--- config.mk ---
export PLATFORM = sky130hd
export DESIGN_NAME = bram_bist
export DESIGN_NICKNAME = d
export VERILOG_FILES = /design/src/rtl/bram_bist_pkg.sv /design/src/rtl/bram_bist_check.sv /design/src/rtl/bram_bist.sv
export SDC_FILE = /design/constraint.sdc
export NUM_CORES = 1
export LEC_CHECK = 0
export CAP_MARGIN = 10
export CORE_MARGIN = 2
export CORE_UTILIZATION = 52
export DETAILED_ROUTE_END_ITERATION = 12
export HOLD_SLACK_MARGIN = 0.15
export PLACE_DENSITY_LB_ADDON = 0.15
export SLEW_MARGIN = 20
export SYNTH_ARGS = -nofsm -noshare
export SYNTH_HDL_FRONTEND = slang
export SYNTH_SLANG_ARGS = --single-unit
--- constraint.sdc ---
create_clock -name clk -period 2.8 [get_ports clk]
set_clock_uncertainty 0.15 [all_clocks]
set_input_delay 0.28 -clock clk [delete_from_list [all_inputs] [get_ports clk]]
set_output_delay 0.28 -clock clk [all_outputs]
set_load 0.01 [all_outputs]
--- src/rtl/bram_bist_pkg.sv ---
// Shared state encoding and data-pattern helper for the BRAM march self-test.
package bram_bist_pkg;

  typedef logic [2:0] state_t;

  localparam state_t S_IDLE = 3'd0;
  localparam state_t S_WR0  = 3'd1;
  localparam state_t S_RD0  = 3'd2;
  localparam state_t S_WR1  = 3'd3;
  localparam state_t S_RD1  = 3'd4;
  localparam state_t S_DONE = 3'd5;

  // Address bits repeated LSB-first across the data word; callers truncate to their width.
  function automatic logic [63:0] pattern(input logic [31:0] a, input int abits,
                                          input int dbits, input logic inv);
    logic [63:0] p;
    p = '0;
    for (int i = 0; i < 64; i++) begin
      if (i < dbits) p[i] = a[i % abits] ^ inv;
    end
    return p;
  endfunction

endpackage

--- src/rtl/bram_bist_check.sv ---
// One-stage read compare: holds the address/expected word of the read in flight and captures the first failure.
module bram_bist_check
  import bram_bist_pkg::*;
#(
  parameter int ABITS = 8,
  parameter int DBITS = 8
) (
  input  logic             clk,
  input  logic             resetn,
  input  logic             clr_i,
  input  logic             issue_vld_i,
  input  logic             issue_inv_i,
  input  logic [ABITS-1:0] issue_addr_i,
  input  logic [DBITS-1:0] rd_data_i,
  output logic             mismatch_o,
  output logic [ABITS-1:0] fail_addr_o,
  output logic [DBITS-1:0] fail_data_o
);

  logic             vld_p1_q;
  logic [ABITS-1:0] addr_p1_q;
  logic signed [DBITS-1:0] exp_p1_q;
  logic [ABITS-1:0] fail_addr_q, fail_addr_d;
  logic [DBITS-1:0] fail_data_q, fail_data_d;

  assign mismatch_o = vld_p1_q && (rd_data_i != exp_p1_q);

  always_comb begin
    fail_addr_d = fail_addr_q;
    fail_data_d = fail_data_q;
    if (clr_i) begin
      fail_addr_d = '0;
      fail_data_d = '0;
    end else if (mismatch_o) begin
      fail_addr_d = addr_p1_q;
      fail_data_d = rd_data_i;
    end
  end

  // Stage p1: read issued last cycle, its data arrives now; a failure flushes anything behind it
  always_ff @(posedge clk or negedge resetn) begin
    if (!resetn) begin
      vld_p1_q    <= 1'b0;
      fail_addr_q <= '0;
      fail_data_q <= '0;
    end else begin
      vld_p1_q    <= issue_vld_i && !mismatch_o;
      fail_addr_q <= fail_addr_d;
      fail_data_q <= fail_data_d;
    end
  end

  always_ff @(posedge clk) begin
    addr_p1_q <= issue_addr_i;
    exp_p1_q  <= DBITS'(pattern(32'(issue_addr_i), ABITS, DBITS, issue_inv_i));
  end

  assign fail_addr_o = fail_addr_q;
  assign fail_data_o = fail_data_q;

endmodule

--- src/rtl/bram_bist.sv ---
// March BIST controller (write P, verify, write ~P, verify) for a registered-read dual-port BRAM.
module bram_bist
  import bram_bist_pkg::*;
#(
  parameter int ABITS = 8,
  parameter int DBITS = 8
) (
  input  logic             clk,
  input  logic             resetn,
  input  logic             start,
  output logic             busy,
  output logic             done,
  output logic             pass,
  output logic [ABITS-1:0] fail_addr,
  output logic [DBITS-1:0] fail_data,
  output logic [ABITS-1:0] WR_ADDR,
  output logic [DBITS-1:0] WR_DATA,
  output logic             WR_EN,
  output logic [ABITS-1:0] RD_ADDR,
  input  logic [DBITS-1:0] RD_DATA
);

  localparam logic [ABITS:0] LAST_WR = {1'b0, {ABITS{1'b1}}};
  localparam logic [ABITS:0] CNT_ONE = (ABITS+1)'(1);

  state_t           state_q, state_d;
  logic [ABITS:0]   cnt_q, cnt_d;
  logic             busy_q, busy_d, done_q, done_d, pass_q, pass_d;
  logic             wr_en_q, wr_en_d;
  logic [ABITS-1:0] wr_addr_q, wr_addr_d, rd_addr_q, rd_addr_d;
  logic [DBITS-1:0] wr_data_q, wr_data_d;
  logic             clr, mismatch, in_rd, wr_nxt, rd_nxt;

  assign in_rd = (state_q == S_RD0) || (state_q == S_RD1);

  always_comb begin
    state_d = state_q;
    cnt_d   = cnt_q;
    done_d  = done_q;
    pass_d  = pass_q;
    clr     = 1'b0;
    case (state_q)
      S_IDLE, S_DONE: begin
        if (start) begin
          state_d = S_WR0;
          cnt_d   = '0;
          done_d  = 1'b0;
          pass_d  = 1'b0;
          clr     = 1'b1;
        end
      end
      S_WR0, S_WR1: begin
        if (cnt_q == LAST_WR) begin
          state_d = (state_q == S_WR0) ? S_RD0 : S_RD1;
          cnt_d   = '0;
        end else begin
          cnt_d = cnt_q + CNT_ONE;
        end
      end
      S_RD0, S_RD1: begin
        if (mismatch) begin
          state_d = S_DONE;
          done_d  = 1'b1;
          pass_d  = 1'b0;
        end else if (cnt_q[ABITS]) begin
          // Drain cycle: the last read has just been compared
          if (state_q == S_RD0) begin
            state_d = S_WR1;
            cnt_d   = '0;
          end else begin
            state_d = S_DONE;
            done_d  = 1'b1;
            pass_d  = 1'b1;
          end
        end else begin
          cnt_d = cnt_q + CNT_ONE;
        end
      end
      default: state_d = S_IDLE;
    endcase

    wr_nxt    = (state_d == S_WR0) || (state_d == S_WR1);
    rd_nxt    = ((state_d == S_RD0) || (state_d == S_RD1)) && !cnt_d[ABITS];
    busy_d    = wr_nxt || (state_d == S_RD0) || (state_d == S_RD1);
    wr_en_d   = wr_nxt;
    wr_addr_d = wr_nxt ? cnt_d[ABITS-1:0] : '0;
    wr_data_d = wr_nxt ? DBITS'(pattern(32'(cnt_d[ABITS-1:0]), ABITS, DBITS, state_d == S_WR1))
                       : '0;
    rd_addr_d = rd_nxt ? cnt_d[ABITS-1:0] : '0;
  end

  always_ff @(posedge clk or negedge resetn) begin
    if (!resetn) begin
      state_q   <= S_IDLE;
      cnt_q     <= '0;
      busy_q    <= 1'b0;
      done_q    <= 1'b0;
      pass_q    <= 1'b0;
      wr_en_q   <= 1'b0;
      wr_addr_q <= '0;
      wr_data_q <= '0;
      rd_addr_q <= '0;
    end else begin
      state_q   <= state_d;
      cnt_q     <= cnt_d;
      busy_q    <= busy_d;
      done_q    <= done_d;
      pass_q    <= pass_d;
      wr_en_q   <= wr_en_d;
      wr_addr_q <= wr_addr_d;
      wr_data_q <= wr_data_d;
      rd_addr_q <= rd_addr_d;
    end
  end

  bram_bist_check #(.ABITS(ABITS), .DBITS(DBITS)) u_check (
    .clk         (clk),
    .resetn      (resetn),
    .clr_i       (clr),
    .issue_vld_i (in_rd && !cnt_q[ABITS]),
    .issue_inv_i (state_q == S_RD1),
    .issue_addr_i(rd_addr_q),
    .rd_data_i   (RD_DATA),
    .mismatch_o  (mismatch),
    .fail_addr_o (fail_addr),
    .fail_data_o (fail_data)
  );

  assign busy    = busy_q;
  assign done    = done_q;
  assign pass    = pass_q;
  assign WR_EN   = wr_en_q;
  assign WR_ADDR = wr_addr_q;
  assign WR_DATA = wr_data_q;
  assign RD_ADDR = rd_addr_q;

endmodule

* After elaboration in Yosys (flattened, before gate mapping)
Cells that the tools add are included.
** Word-level totals
- Register bits :: 73
- Latch bits :: 0
- Bits in writable memories :: 0
- ROM bits :: 0
- Bits of input ports :: 11
- Output and inout port bits :: 44
- Logic and storage cells :: 93
- Memories kept :: 0
** Operators by class
- Add/subtract/negate cells :: 1
- $mul :: 0
- Div/mod/pow operators :: 0
- Order comparisons :: 0
- Equality and inequality tests :: 14
- Shift-type cells :: 0
- Mux-type cells :: 29
- Bitwise operators :: 16
- Reductions and logical operators :: 19
** Operators by type and width (count)
- 8-bit 2-to-1 mux :: 7
- 9-bit 2-to-1 mux :: 5
- 9-bit one-hot mux with 3 select lines :: 1
- 3-bit 2-to-1 mux :: 6
- 1-bit XOR :: 16
- 3-bit by 2-bit equality test with 1-bit output (second input constant) :: 4
- 9-bit by 1-bit adder with 9-bit output (second input constant) :: 1
- 3-bit equality test (second input constant) :: 3
- 9-bit by 8-bit equality test with 1-bit output (second input constant) :: 1
- 3-bit one-hot mux with 3 select lines :: 1
- 8-bit != test :: 1
- 1-bit 2-to-1 mux :: 7
- 3-bit by 1-bit equality test with 1-bit output (second input constant) :: 2
- 3-bit by 2-bit != test with 1-bit output (second input constant) :: 2
- 2-bit OR reduction :: 3
- 1-bit logical OR :: 5
- 1-bit logical AND :: 4
- 1-bit one-hot mux with 2 select lines :: 2
- 4-bit AND reduction :: 1
- 2-bit nonzero test :: 2
- 1-bit logical NOT :: 3
- 3-bit logical NOT :: 1
- 2-bit != test (second input constant) :: 1

* Longest topological paths before layout
- Depth after elaboration :: 9
- Gate-level depth with buffers :: 8
- Mapped depth without buffers :: 7

* Cells and area by module
From an unflattened synthesis, not the netlist that was laid out.
** Second synthesis, totals
- Cells, all modules :: 273
- Area, all modules :: 3214.3 um2
** Modules (own cells, without submodules)
- bram_bist :: times used 1, cells an instance 166, area each 1891.8 um2, sequential area each 1001.0 um2
- bram_bist_check :: times used 1, cells an instance 107, area each 1322.5 um2, sequential area each 745.7 um2

* Least setup slack after synthesis
No wires, ideal clock.
- Path type :: register to register
- Start point :: register cnt_q[0]
- End point :: register wr_data_q[5], in the netlist WR_DATA[5]
- Arrival time :: 1.795 ns
- Data required time :: 2.513 ns
- Setup slack :: 0.718 ns
- Stages on the path, launching flop included :: 8
- Path through :: dfrtp_1 -> ha_1 -> nand4_2 -> nor3_4 -> a31oi_1 -> o32a_1 -> nand2_2 -> o32ai_1
** Between the ends
- Cells in the longest elaborated chain, start to end :: 6
- Elaborated cells between the ends (all ways) :: 13
- Those cells by class :: add/sub: 1; eq/ne: 3; mux: 7; bitwise: 1; reduce/logical: 1
** Ends and longest elaborated chain
- start: declaration :: line bram_bist.sv:27 : logic [ABITS:0] cnt_q, cnt_d;
- start signal: assignment :: line bram_bist.sv:105 : cnt_q <= cnt_d;
- 9-bit by 8-bit equality test with 1-bit output * :: line bram_bist.sv:53 : if (cnt_q == LAST_WR) begin
- 3-bit 2-to-1 mux * :: line bram_bist.sv:53
- 3-bit one-hot mux with 3 select lines * :: line bram_bist.sv:42 : case (state_q)
- net state_d[0] :: line bram_bist.sv:26 : state_t state_q, state_d;
- 3-bit by 2-bit equality test with 1-bit output / 3-bit by 1-bit equality test with 1-bit output (equally long branches) :: line bram_bist.sv:82, bram_bist.sv:87
- 1-bit XOR / 1-bit logical OR (equally long branches) :: line bram_bist_pkg.sv:19, bram_bist.sv:82
- 8-bit 2-to-1 mux * :: line bram_bist.sv:87 : wr_data_d = wr_nxt ? DBITS'(pattern(32'(cnt_d[ABITS-1:0]), ABITS, DBITS, state_d == S_WR1))
- net wr_data_d[5] :: line bram_bist.sv:31 : logic [DBITS-1:0] wr_data_q, wr_data_d;
- end signal: assignment :: line bram_bist.sv:111 : wr_data_q <= wr_data_d;
- end: declaration :: line bram_bist.sv:31
Mark *: on every way through the listed nets, which the timed path passes. The rest lies on a longest branch.
A chain may end at the register's enable or synchronous reset.

* Final worst setup path
- Start point :: register cnt_q[0]
- End point :: register wr_data_q[6], in the netlist WR_DATA[6]
Same word-level chain as after synthesis.

==> metrics <==
layout cells sized above 1 15.2%; Critical Path RT between 2000 and 3000 ps; Via-to-Cell Ratio ~5.2; post-synthesis sequential area ratio a little under three fifths; DR iter-0 viols 119; Die Ht between 80 and 90 µm; Overflow after GRT 0; Slew @ Worst Pin 696 ps; final total power between 0.002 and 0.0025 W; root buffer cell clkbuf_8; most common cell after layout, fill and taps aside dfrtp_1; post-synthesis cell type count 53; Worst slew margin between 50% and 60%; Post-synth EDFFs 0; CP Capture Type flop; Final Setup Violations 0; Die X slightly above 80 µm; initial core utilization 53.2%; Crit Path Max Fanout 8; I/O pins between 50 and 60; Fmax around 0.4 GHz; Synth Instances between 200 and 300; crit path DAT around 2500 ps; core area 5850 µm²; Max H-tree Level 3; Post-Syn Area per Cell around 12 µm²; sum of negative setup slack 0 ps; Synth Warn # 0; full die area 6620 µm²; fill count about 420; unrepaired setup endpoints after global routing false; Final ANT Viol Nets 0; initial antenna violation count 0; pin count of the biggest net entering global routing between 50 and 60; Slew Limit Fails 0; CTS tree yes; Yosys reg bits 73; Syn Std Cell Area around 3100 µm²; register area approximately 1700 µm²; routed wire length around 6.2 mm; drt drc 0; Post-synth top flop dfrtp_1; Mapped Nets ~270; worst slack, placed roughly 210 ps; commonest cells after routing, fill and taps aside dfrtp_1, clkdlybuf4s50_1, nor2_1; fin worst setup slack around 370 ps; Area Growth Syn to Fin 26.2%; vias in the first global route just over 2k; Worst-Skew Late Latency approximately 340 ps; Std-Cell Rows 28; total global-route track usage between 20% and 30%; Async SR Flop Fraction between 70% and 80%; Leak about 1.9 nW; Final #Nets 330; Multi-input gate area between 1000 and 1500 µm²; clock-pin slew on the worst setup and hold paths ~80 ps; first-pass GRT wire length 9.96 mm; Pre-antenna DRT Iters 4; Min-Delay Path Class reg -> reg; CTS Buffer Depth 2; crit start category flop; WS Path Type reg -> reg; Min Clock Period, post-route ~2400 ps; diodes inserted 0; Sink Count 73; max_cap viols 0; Worst VDD drop between 400 and 500 µV; HPWL Detailed approximately 4.3 mm; run status finished clean; # port buffers 54; drt wl/cell 15.5 µm; vias 2083; cts bufs inserted 9; Power Density 632 nW/µm²; Hold Vio Cnt, Final 0; RD Place Congestion slightly above 0.8; Tcrit/Tclk final between 80% and 90%
[critical path, cell delays in order, from the launching register on]
cell and delay (ps):
dfrtp_1 420, ha_1 270, nand4_2 190, nor3_4 410, a31oi_1 150, o32a_1 420
nand2_2 180, o32ai_1 100
[flip-flops by register name (all words and copies together), names as in the netlist]
name and cells:
busy 1, cnt_q 9, u_check.fail_addr_o 8, u_check.addr_p1_q 8, u_check.vld_p1_q 1, RD_ADDR 8
state_q 3, u_check.exp_p1_q 8, pass 1, done 1, WR_ADDR 8, WR_EN 1
WR_DATA 8, u_check.fail_data_o 8
[per-stage QoR]
stage | area (µm²) | instances | utilization [%] | hold slack, ps
after global placement | 3710 | 381 | 63.5 | 267
after detailed placement | 3710 | 381 | 63.5 | 254
final | 3930 | 398 | 67.1 | 266
after global routing | 3930 | 398 | 67.1 | 285
after floorplan | 3110 | 257 | - | -166
after CTS | 3930 | 398 | 67.1 | 273
[cell families after synthesis]
group | Yosys count | share of synthesized area [%]
buffers and inverters | 14 | 2.49
AND/OR/NAND/NOR | 80 | 15.3
XOR/XNOR | 21 | 5.91
multiplexers | 25 | 8.13
AO/OA/AOI/OAI | 43 | 11.6
flip-flops | 73 | 56.2
adder cells (fa/ha/maj) | 1 | 0.402
[cells in the mapped netlist (all sizes together) (6+ instances only)]
| master | n | area (µm²) |
|---|---|---|
| buf | 8 | 55.1 |
| and2 | 8 | 50.1 |
| dfrtp | 57 | 1430 |
| nand2 | 11 | 43.8 |
| nor2 | 32 | 139 |
| nand2b | 6 | 45.0 |
| dfxtp | 16 | 320 |
| a21oi | 9 | 45.0 |
| xnor2 | 12 | 105 |
| mux2i | 23 | 230 |
| o21ai | 7 | 38.8 |
| xor2 | 9 | 78.8 |
[repair_timing]
action                    4_1_cts  5_1_grt
hold buffers                    1        0
hold endpoints to repair       57        0
buffers inserted                0        0
resized for setup               0        0
[area by class of cell]
| class | count | share of cell area [%] |
|---|---|---|
| clock buffers | 9 | 3.15 |
| multi-input cells | 170 | 32.8 |
| inverters | 4 | 0.382 |
| clock inverters | 7 | 1.98 |
| flip-flops and latches | 73 | 44.5 |
| well taps | 75 | 2.39 |
| repair buffers | 60 | 14.9 |
[worst paths after layout]
kind | from | to | slack [ps] | cells past startpoint
setup / recovery | cnt_q[0] | WR_DATA[6] | 370 | 7
max in group asynchronous | resetn | cnt_q[7] | 1590 | 3
hold reg to reg | RD_ADDR[6] | u_check.addr_p1_q[6] | 270 | 0
setup reg to reg | cnt_q[0] | WR_DATA[6] | 370 | 7
hold / removal | RD_ADDR[6] | u_check.addr_p1_q[6] | 270 | 0
min in group asynchronous | resetn | u_check.fail_addr_o[0] | 430 | 3
[report_power, final]
| part | internal (W) | switching, W |
|---|---|---|
| Sequential | 0.00114 | 0.0000588 |
| Clock | 0.000419 | 0.000404 |
| Combinational | 0.000238 | 0.000220 |
| Total | 0.00180 | 0.000683 |
[routing by layer]
| metal | track usage (%) | vias to the layer above | wire (µm) |
|---|---|---|---|
| met5 | 0 | - | 0 |
| met4 | 10.8 | 0 | 121 |
| met3 | 4.67 | 10 | 319 |
| met2 | 30.9 | 54 | 2920 |
| met1 | 27.4 | 999 | 2820 |
| li1 | - | 1020 | - |
Note: power is estimated with default switching activity, not from simulation.
